### config.mk
export PLATFORM = sky130hd
export DESIGN_NAME = imm_decode_stage
export DESIGN_NICKNAME = d
export VERILOG_FILES = /design/src/rtl/imm_pkg.sv /design/src/rtl/imm_extract.sv /design/src/rtl/imm_decode_stage.sv
export SDC_FILE = /design/constraint.sdc
export NUM_CORES = 1
export LEC_CHECK = 0
export CAP_MARGIN = 20
export CORE_MARGIN = 8
export CORE_UTILIZATION = 25
export CTS_CLUSTER_DIAMETER = 50
export DETAILED_ROUTE_END_ITERATION = 16
export PLACE_DENSITY = 0.46
export REMOVE_ABC_BUFFERS = 1
export SYNTH_ARGS = -nofsm -noshare
export SYNTH_HDL_FRONTEND = slang
export SYNTH_SLANG_ARGS = --single-unit
### constraint.sdc
create_clock -name clk -period 3.2 [get_ports clk]
set_clock_uncertainty 0.2 [all_clocks]
set_input_delay 0.48 -clock clk [delete_from_list [all_inputs] [get_ports clk]]
set_output_delay 0.48 -clock clk [all_outputs]
set_load 0.01 [all_outputs]
### src/rtl/imm_pkg.sv
// Shared definitions for the immediate-decode stage.
//   - RV32/RV64 base opcodes used by the immediate classifier
//   - imm_type_e : 3-bit immediate type tag driven on out_type
//   - xlen_legal : datapath width check used at elaboration
package imm_pkg;

  localparam logic [6:0] OPC_LOAD      = 7'b0000011;
  localparam logic [6:0] OPC_OP_IMM    = 7'b0010011;
  localparam logic [6:0] OPC_AUIPC     = 7'b0010111;
  localparam logic [6:0] OPC_OP_IMM_32 = 7'b0011011;
  localparam logic [6:0] OPC_STORE     = 7'b0100011;
  localparam logic [6:0] OPC_LUI       = 7'b0110111;
  localparam logic [6:0] OPC_BRANCH    = 7'b1100011;
  localparam logic [6:0] OPC_JALR      = 7'b1100111;
  localparam logic [6:0] OPC_JAL       = 7'b1101111;
  localparam logic [6:0] OPC_SYSTEM    = 7'b1110011;

  typedef enum logic [2:0] {
    IMM_NONE  = 3'd0,
    IMM_I     = 3'd1,
    IMM_S     = 3'd2,
    IMM_B     = 3'd3,
    IMM_U     = 3'd4,
    IMM_J     = 3'd5,
    IMM_SHAMT = 3'd6,
    IMM_ZIMM  = 3'd7
  } imm_type_e;

  function automatic bit xlen_legal(input int xlen);
    return (xlen == 32) || (xlen == 64);
  endfunction

endpackage

### src/rtl/imm_extract.sv
// Combinational immediate classifier/extractor.
//   instr_i   : raw 32-bit instruction word
//   imm_o     : sign/zero-extended XLEN-wide immediate (0 for NONE)
//   type_o    : immediate format tag
//   illegal_o : malformed shift-immediate encoding (imm_o still valid)
module imm_extract
  import imm_pkg::*;
#(
  parameter int XLEN = 32
) (
  input  logic [31:0]     instr_i,
  output logic [XLEN-1:0] imm_o,
  output imm_type_e       type_o,
  output logic            illegal_o
);

  logic [6:0]  opcode;
  logic [2:0]  funct3;
  logic [5:0]  shift_hi;
  logic [31:0] imm_i32;
  logic [31:0] imm_s32;
  logic [31:0] imm_b32;
  logic [31:0] imm_u32;
  logic [31:0] imm_j32;
  logic        is_shift_f3;
  logic        shamt_sel;
  logic        shamt_wide;

  assign opcode      = instr_i[6:0];
  assign funct3      = instr_i[14:12];
  assign shift_hi    = instr_i[31:26];
  assign is_shift_f3 = (funct3 == 3'b001) || (funct3 == 3'b101);

  // Formats built at 32 bits first; widening to XLEN is a signed cast.
  assign imm_i32 = {{20{instr_i[31]}}, instr_i[31:20]};
  assign imm_s32 = {{20{instr_i[31]}}, instr_i[31:25], instr_i[11:7]};
  assign imm_b32 = {{19{instr_i[31]}}, instr_i[31], instr_i[7], instr_i[30:25],
                    instr_i[11:8], 1'b0};
  assign imm_u32 = {instr_i[31:12], 12'b0};
  assign imm_j32 = {{11{instr_i[31]}}, instr_i[31], instr_i[19:12], instr_i[20],
                    instr_i[30:21], 1'b0};

  always_comb begin
    imm_o      = '0;
    type_o     = IMM_NONE;
    illegal_o  = 1'b0;
    shamt_sel  = 1'b0;
    shamt_wide = 1'b0;

    case (opcode)
      OPC_LOAD, OPC_JALR: begin
        type_o = IMM_I;
        imm_o  = XLEN'($signed(imm_i32));
      end
      OPC_OP_IMM: begin
        if (is_shift_f3) begin
          shamt_sel  = 1'b1;
          shamt_wide = (XLEN == 64);
        end else begin
          type_o = IMM_I;
          imm_o  = XLEN'($signed(imm_i32));
        end
      end
      OPC_OP_IMM_32: begin
        // Word-sized ops exist only on RV64; on RV32 the opcode is NONE.
        if (XLEN == 64) begin
          if (funct3 == 3'b000) begin
            type_o = IMM_I;
            imm_o  = XLEN'($signed(imm_i32));
          end else if (is_shift_f3) begin
            shamt_sel = 1'b1;
          end
        end
      end
      OPC_STORE: begin
        type_o = IMM_S;
        imm_o  = XLEN'($signed(imm_s32));
      end
      OPC_BRANCH: begin
        type_o = IMM_B;
        imm_o  = XLEN'($signed(imm_b32));
      end
      OPC_LUI, OPC_AUIPC: begin
        type_o = IMM_U;
        imm_o  = XLEN'($signed(imm_u32));
      end
      OPC_JAL: begin
        type_o = IMM_J;
        imm_o  = XLEN'($signed(imm_j32));
      end
      OPC_SYSTEM: begin
        if (funct3[2]) begin
          type_o = IMM_ZIMM;
          imm_o  = XLEN'(instr_i[19:15]);
        end
      end
      default: ;
    endcase

    if (shamt_sel) begin
      type_o = IMM_SHAMT;
      imm_o  = shamt_wide ? XLEN'(instr_i[25:20]) : XLEN'(instr_i[24:20]);
      // Upper funct bits: SLLI needs all zero, SRLI/SRAI allow 000000/010000.
      // A 5-bit shamt with bit 25 set would be an out-of-range shift.
      illegal_o = ((funct3 == 3'b001) && (shift_hi != 6'b000000)) ||
                  ((funct3 == 3'b101) && (shift_hi != 6'b000000) &&
                   (shift_hi != 6'b010000)) ||
                  (!shamt_wide && instr_i[25]);
    end
  end

endmodule

### src/rtl/imm_decode_stage.sv
// Registered immediate-decode pipeline stage with a 2-entry skid buffer.
//   clk, rst_n (sync, active-low), flush (sync pipeline clear)
//   in_valid/in_ready/in_instr/in_tag   : upstream handshake + payload
//   out_valid/out_ready                 : downstream handshake
//   out_imm/out_type/out_illegal/out_tag: decoded result of the head entry
// Decode happens before the registers, so main and skid both hold results.
module imm_decode_stage
  import imm_pkg::*;
#(
  parameter int XLEN  = 32,
  parameter int TAG_W = 32
) (
  input  logic             clk,
  input  logic             rst_n,
  input  logic             flush,
  input  logic             in_valid,
  output logic             in_ready,
  input  logic [31:0]      in_instr,
  input  logic [TAG_W-1:0] in_tag,
  output logic             out_valid,
  input  logic             out_ready,
  output logic [XLEN-1:0]  out_imm,
  output logic [2:0]       out_type,
  output logic             out_illegal,
  output logic [TAG_W-1:0] out_tag
);

  if (!xlen_legal(XLEN)) begin : g_bad_xlen
    $error("imm_decode_stage: XLEN must be 32 or 64");
  end

  typedef struct packed {
    logic [XLEN-1:0]  imm;
    imm_type_e        ty;
    logic             ill;
    logic [TAG_W-1:0] tag;
  } entry_t;

  entry_t    dec_entry;
  entry_t    main_q, main_d;
  entry_t    skid_q, skid_d;
  logic      main_valid_q, main_valid_d;
  logic      skid_valid_q, skid_valid_d;
  logic      in_ready_q, in_ready_d;
  logic      in_fire;
  logic      main_free;

  logic [XLEN-1:0] dec_imm;
  imm_type_e       dec_type;
  logic            dec_ill;

  imm_extract #(.XLEN(XLEN)) u_extract (
    .instr_i   (in_instr),
    .imm_o     (dec_imm),
    .type_o    (dec_type),
    .illegal_o (dec_ill)
  );

  assign dec_entry = '{imm: dec_imm, ty: dec_type, ill: dec_ill, tag: in_tag};
  assign in_fire   = in_valid && in_ready_q;
  assign main_free = !main_valid_q || out_ready;

  always_comb begin
    main_d       = main_q;
    skid_d       = skid_q;
    main_valid_d = main_valid_q;
    skid_valid_d = skid_valid_q;

    if (flush) begin
      main_valid_d = 1'b0;
      skid_valid_d = 1'b0;
    end else if (main_free) begin
      if (skid_valid_q) begin
        // Older skid entry moves up first; a same-cycle input backfills it.
        main_d       = skid_q;
        main_valid_d = 1'b1;
        skid_valid_d = in_fire;
        if (in_fire) skid_d = dec_entry;
      end else begin
        main_valid_d = in_fire;
        if (in_fire) main_d = dec_entry;
      end
    end else if (in_fire) begin
      skid_d       = dec_entry;
      skid_valid_d = 1'b1;
    end

    in_ready_d = !skid_valid_d;
  end

  always_ff @(posedge clk) begin
    if (!rst_n) begin
      main_q       <= '0;
      skid_q       <= '0;
      main_valid_q <= 1'b0;
      skid_valid_q <= 1'b0;
      in_ready_q   <= 1'b1;
    end else begin
      main_q       <= main_d;
      skid_q       <= skid_d;
      main_valid_q <= main_valid_d;
      skid_valid_q <= skid_valid_d;
      in_ready_q   <= in_ready_d;
    end
  end

  assign in_ready    = in_ready_q;
  assign out_valid   = main_valid_q;
  assign out_imm     = main_q.imm;
  assign out_type    = main_q.ty;
  assign out_illegal = main_q.ill;
  assign out_tag     = main_q.tag;

endmodule

== Word-level counts from Yosys, hierarchy flattened ==
Cells that the tools add are included.
Operators by class
  add/subtract/negate cells: 0
  multipliers: 0
  div/mod/pow operators: 0
  $lt $le $gt $ge: 0
  equal/unequal tests: 13
  shifts and indexed selects: 0
  multiplexer cells: 21
  bitwise logic cells: 2
  reduce and logical (&&, ||, !) cells: 17
Operators with widths (number)
  $mux 68: 5
  $pmux 32 s7: 1
  $mux 32: 2
  $eq 7x7->1 const B: 4
  $pmux 3 s7: 1
  $eq 7x5->1 const B: 2
  $eq 7x6->1 const B: 2
  $mux 1: 9
  $eq 7x2->1 const B: 1
  $mux 3: 2
  $ne 6x5->1 const B: 1
  $reduce_bool 6->1: 1
  $reduce_or 2->1: 3
  $mux 5: 1
  $logic_and 1x1->1: 4
  $logic_or 1x1->1: 4
  $eq 3x1->1 const B: 1
  $eq 3x3->1 const B: 1
  $reduce_and 3->1: 1
  $logic_not 1->1: 2
  $ne 2x2->1 const B: 1
  $not 1->1: 2
  $reduce_and 2->1: 1
  $reduce_bool 2->1: 1
Storage, ports and cells
  flip-flop bits (word level): 139
  latch bits: 0
  memory bits (writable): 0
  memory bits (read-only): 0
  input bits: 69
  output and inout bits: 70
  word-level logic and storage cells: 64
  memories: 0

== Depth between registers and ports, before layout ==
  depth in word-level cells: 9
  depth in mapped cells: 9
  gate-level depth less buffers: 5

== By module ==
Synthesis repeated with hierarchy kept, for this count alone.
Second synthesis, totals
  cells, all modules: 778
  area total of the unflattened synthesis: 6975.4 um2
By module, submodules not included
  imm_decode_stage: instances 1, cells an instance 681, area each 6258.5 um2, sequential area each 2782.7 um2
  imm_extract: instances 1, cells an instance 97, area each 716.9 um2, sequential area each 0.0 um2

== Worst setup path after synthesis ==
OpenSTA, ideal clock, no wires.
  path type: input to register
  from: input in_instr[6]
  to: register skid_q[48] (netlist bit)
  library setup time: 0.122 ns
  data arrival time: 1.875 ns
  required time: 2.878 ns
  setup slack: 1.003 ns
  stages on the path: 9
  buffers on the path: 4
  path through: buf_2 > nor2b_1 > and3_4 > buf_6 > a21o_1 > buf_6 > and3_4 > buf_6 > a221o_1
Between the ends
  longest elaborated chain between the ends: 7
  elaborated cells on any way between the ends: 17
  those cells by class: eq/ne (9); mux (6); reduce/logical (2)
Ends and longest elaborated chain
  start, declared: line imm_decode_stage.sv:18  | input logic [31:0] in_instr,
  $eq 7x6->1, or another cell as far along: line imm_extract.sv:50  | case (opcode)
  $reduce_or 2->1: line imm_extract.sv:50
  $pmux 32 s7: line imm_extract.sv:50
  $mux 32 (*): line imm_extract.sv:100  | if (shamt_sel) begin
  $mux 68 (*): line imm_decode_stage.sv:78, imm_decode_stage.sv:83
  $mux 68: line imm_decode_stage.sv:73  | if (skid_valid_q) begin
  $mux 68 (*): line imm_decode_stage.sv:72  | end else if (main_free) begin
  end signal, assigned: line imm_decode_stage.sv:100  | skid_q <= skid_d;
  end, declared: line imm_decode_stage.sv:41  | entry_t skid_q, skid_d;
Every way passes the cells marked *; elsewhere a longest branch is shown, timed or not. The select of a mux whose other input is x is not followed.
A chain may end at the register's enable or synchronous reset.

== Final worst setup path ==
  from: input in_instr[5]
  to: register main_q, in the netlist out_imm[25]
Between the ends
  longest elaborated chain between the ends: 6
  elaborated cells on any way between the ends: 16
  those cells by class: eq/ne (9); mux (5); reduce/logical (2)
Ends and longest elaborated chain
  $eq 7x6->1, or another cell as far along: line imm_extract.sv:50
  $reduce_or 2->1: line imm_extract.sv:50
  $pmux 32 s7: line imm_extract.sv:50
  $mux 32 (*): line imm_extract.sv:100
  $mux 68 (*): line imm_decode_stage.sv:81  | if (in_fire) main_d = dec_entry;
  $mux 68 (*): line imm_decode_stage.sv:73
  end signal, assigned: line imm_decode_stage.sv:99  | main_q <= main_d;
  end, declared: line imm_decode_stage.sv:40  | entry_t main_q, main_d;
Marked as above.

==> results.py <==
metrics = {
    "status": {
        "status": "complete, no violations",
    },
    "setup_path": {
        "crit_required_ns": 3.24,
        "critPathCaptureType": "register",
        "critPathKind": "in -> reg",
        "path_buf_inv": 1,
        "path_cells": "clkdlybuf4s50_1 > and2b_4 > nor3b_2 > a31o_2 > a21oi_1 > a221oi_1",
        "slowest_delay_ns": 0.82,
        "cp-start-kind": "input port",
        "crit_fanout": 11,
        "r2r_end": "out_imm[25]$_SDFFE_PN0P_",
        "r2r_cells": 6,
        "critical_path.top_delay_family": "compound AO/OA/AOI/OAI gates",
        "rr_startpoint": "skid_valid_q$_SDFF_PN0_",
        "slowest_stage": "a21oi_1",
        "regToRegSetupSlack_ns": 0.70,
        "cp.arrival_ns": 2.79,
    },
    "drt": {
        "firstDrtPassIters": 4,
        "vias_per_cell": 4.71,
        "post-route-drc-count": 0,
        "wl_um": 18900,
        "first_iter_violations": 362,
        "avgRoutedWirePerCell_um": 16.6,
        "num_vias": 5373,
        "drtAntennaViolNets": 0,
    },
    "clock_network": {
        "cts_sinks": 139,
        "clockBufferDepth": 2,
        "clk_pin_slew_ns": 0.07,
        "post_cts_buffers": 0,
        "ctsResizeCount": 0,
        "cts_hold_buf": 0,
        "insertion_delay_ns": 0.41,
        "cts.htree.levels": 4,
        "root_buffer": "clkbuf_16",
        "numCtsBuffers": 17,
        "cts_tree": "yes",
    },
    "synthesis": {
        "synth_common_cells": "dfxtp_1, nand2_1, a21oi_1",
        "synth_top_cell_by_area": "dfxtp_1",
        "synth_area_leaders": "dfxtp_1, nand2_1, a21oi_1",
        "seq_area_frac_synth_pct": 47.5,
        "synth_top_area_share_pct": 47.5,
        "ys_ff_latch": 139,
        "synth_edf_count": 0,
        "yosysWarnings": 0,
        "syn_area_um2": 5860,
        "ys_types": 45,
        "avgSynthCellArea_um2": 8.38,
        "synth_async_sr_flop_share_pct": 0,
        "synthFlopType": "dfxtp_1",
        "synth_most_common_cell": "dfxtp_1",
        "syn_inst": 700,
    },
    "die": {
        "num_rows": 56,
        "io_pins": 139,
        "core_um2": 23300,
        "die_h_um": 169,
        "dieArea_um2": 28600,
        "initial_utilization_pct": 25.2,
        "dieWidth_um": 169,
    },
    "finish": {
        "area_growth_pct": 39.8,
        "diodes": 0,
        "instances_no_fill": 1141,
        "fin_nets": 878,
        "regArea_um2": 2780,
        "fill_cells": 2481,
        "layout-drive-gt1-share_pct": 7.54,
        "multiInputGateArea_um2": 2810,
    },
    "worst_hold_path": {
        "hold_end": "skid_q[67]$_SDFFE_PN0P_",
        "holdPathStages": 2,
        "hold_path.class": "reg -> reg",
        "hp-start": "skid_q[67]$_SDFFE_PN0P_",
    },
    "timing": {
        "tightest_slew_ns": 1.03,
        "rsz0062_at_grt": "no",
        "fin_hold_ws_ns": 0.250,
        "slew-limit-headroom_pct": 31.4,
        "hold_viol": 0,
        "setup_violations": 0,
        "fmax_mhz": 363,
        "finalMaxSlewViolations": 0,
        "min_period_ns": 2.76,
        "timing.final.crit_share_pct": 86.1,
    },
    "global_route": {
        "grt_pass1_wl_um": 30400,
        "grt_max_degree": 102,
        "grt_pass1_vias": 5422,
        "overflow": 0,
        "antenna_found_initial": 0,
        "grt.total_usage_pct": 13.3,
    },
    "placement": {
        "dp_cells": 1109,
        "hpwl_um": 12700,
        "gp_congestion": 0.798,
        "port-buffer-count": 138,
    },
    "power_and_ir_drop": {
        "power_density_nw_per_um2": 544,
        "p_total_mw": 4.46,
        "power_leakage_nw": 2.76,
        "ir_worst_vdd_mv": 0.287,
    },
    "flow_run": {
        "maxCapViolCount": 0,
    },
}
[report_power, final]
part	total, mW	internal (mW)	switching (mW)
combinational	0.466	0.235	0.232
clock	2.17	1.35	0.826
sequential	1.82	1.79	0.0313
[worst reg2reg max path, cell delays in order (launching register included)]
cell	delay (ns)
dfxtp_2	0.32
buf_4	0.21
clkinv_1	0.07
buf_4	0.30
nand2_1	0.17
a21oi_1	0.82
a221oi_1	0.23
[metal layers]
layer  wire length [um]  global-route usage (%)
met1               9150                    17.4
met2               8740                    21.4
met5                  0                       0
met3                896                    3.47
met4                148                    3.27
[logic make-up after synthesis]
| family | Yosys count | share of synthesized area, % |
|---|---|---|
| compound gates | 215 | 23.0 |
| simple gates | 245 | 18.9 |
| xor+xnor | 1 | 0.149 |
| flops | 139 | 47.5 |
| buf+inv | 68 | 5.04 |
| mux | 32 | 5.46 |
[worst max path at each step]
stage                                  from                       end  cells past startpoint
CTS                             in_instr[5]  out_imm[30]$_SDFFE_PN0P_                      6
finish                          in_instr[5]  out_imm[25]$_SDFFE_PN0P_                      6
global route                    in_instr[5]  out_imm[26]$_SDFFE_PN0P_                      6
detailed placement              in_instr[5]  out_imm[26]$_SDFFE_PN0P_                      6
global placement                in_instr[5]  out_imm[25]$_SDFFE_PN0P_                      6
floorplan           skid_valid_q$_SDFF_PN0_  out_imm[20]$_SDFFE_PN0P_                      5
[cells in the final DEF, fill, tap and decap left out, drive strengths merged, types with 2 or more instances in the layout]
| cell type | count |
|---|---|
| nor2 | 44 |
| a21o | 7 |
| buf | 16 |
| clkinvlp | 2 |
| a221o | 8 |
| a221oi | 20 |
| nand2b | 8 |
| and3 | 5 |
| nor3 | 8 |
| mux2i | 32 |
| and2 | 3 |
| a21oi | 80 |
| nand3b | 2 |
| clkdlybuf4s50 | 138 |
| o2111ai | 5 |
| dfxtp | 139 |
| clkinv | 4 |
| nor4b | 2 |
| inv | 8 |
| clkbuf | 18 |
| o21a | 3 |
| nor2b | 3 |
| bufinv | 4 |
| nor4 | 6 |
| a211oi | 36 |
| a31oi | 3 |
| nand2 | 132 |
| nand3 | 24 |
| nand4 | 2 |
| o21ai | 47 |
[registers in the layout, summed over array words and instances (netlist names)]
signal	cells
skid_valid_q	1
out_imm	32
out_tag	32
in_ready	1
out_type	3
out_valid	1
out_illegal	1
skid_q	68
[through the flow]
step                cell area, um2  setup TNS [ns]  util (%)  setup slack (ns)
floorplan                     5580         -464.75         -             -5.48
CTS                           8200               0      35.2             0.414
detailed placement            7550         -0.0526      32.5           -0.0155
global placement              7550               0      32.5           0.00387
finish                        8200               0      35.2             0.444
global route                  8200               0      35.2             0.245
[layout make-up]
cell class	instances	share of cell area (%)
Clock buffer	18	5.36
Inverter	4	0.198
Tap cell	319	4.87
Sequential cell	139	34.0
Timing Repair Buffer	154	18.8
Clock inverter	14	2.53
Multi-Input combinational cell	493	34.3
(Power assumes the default switching activity.)
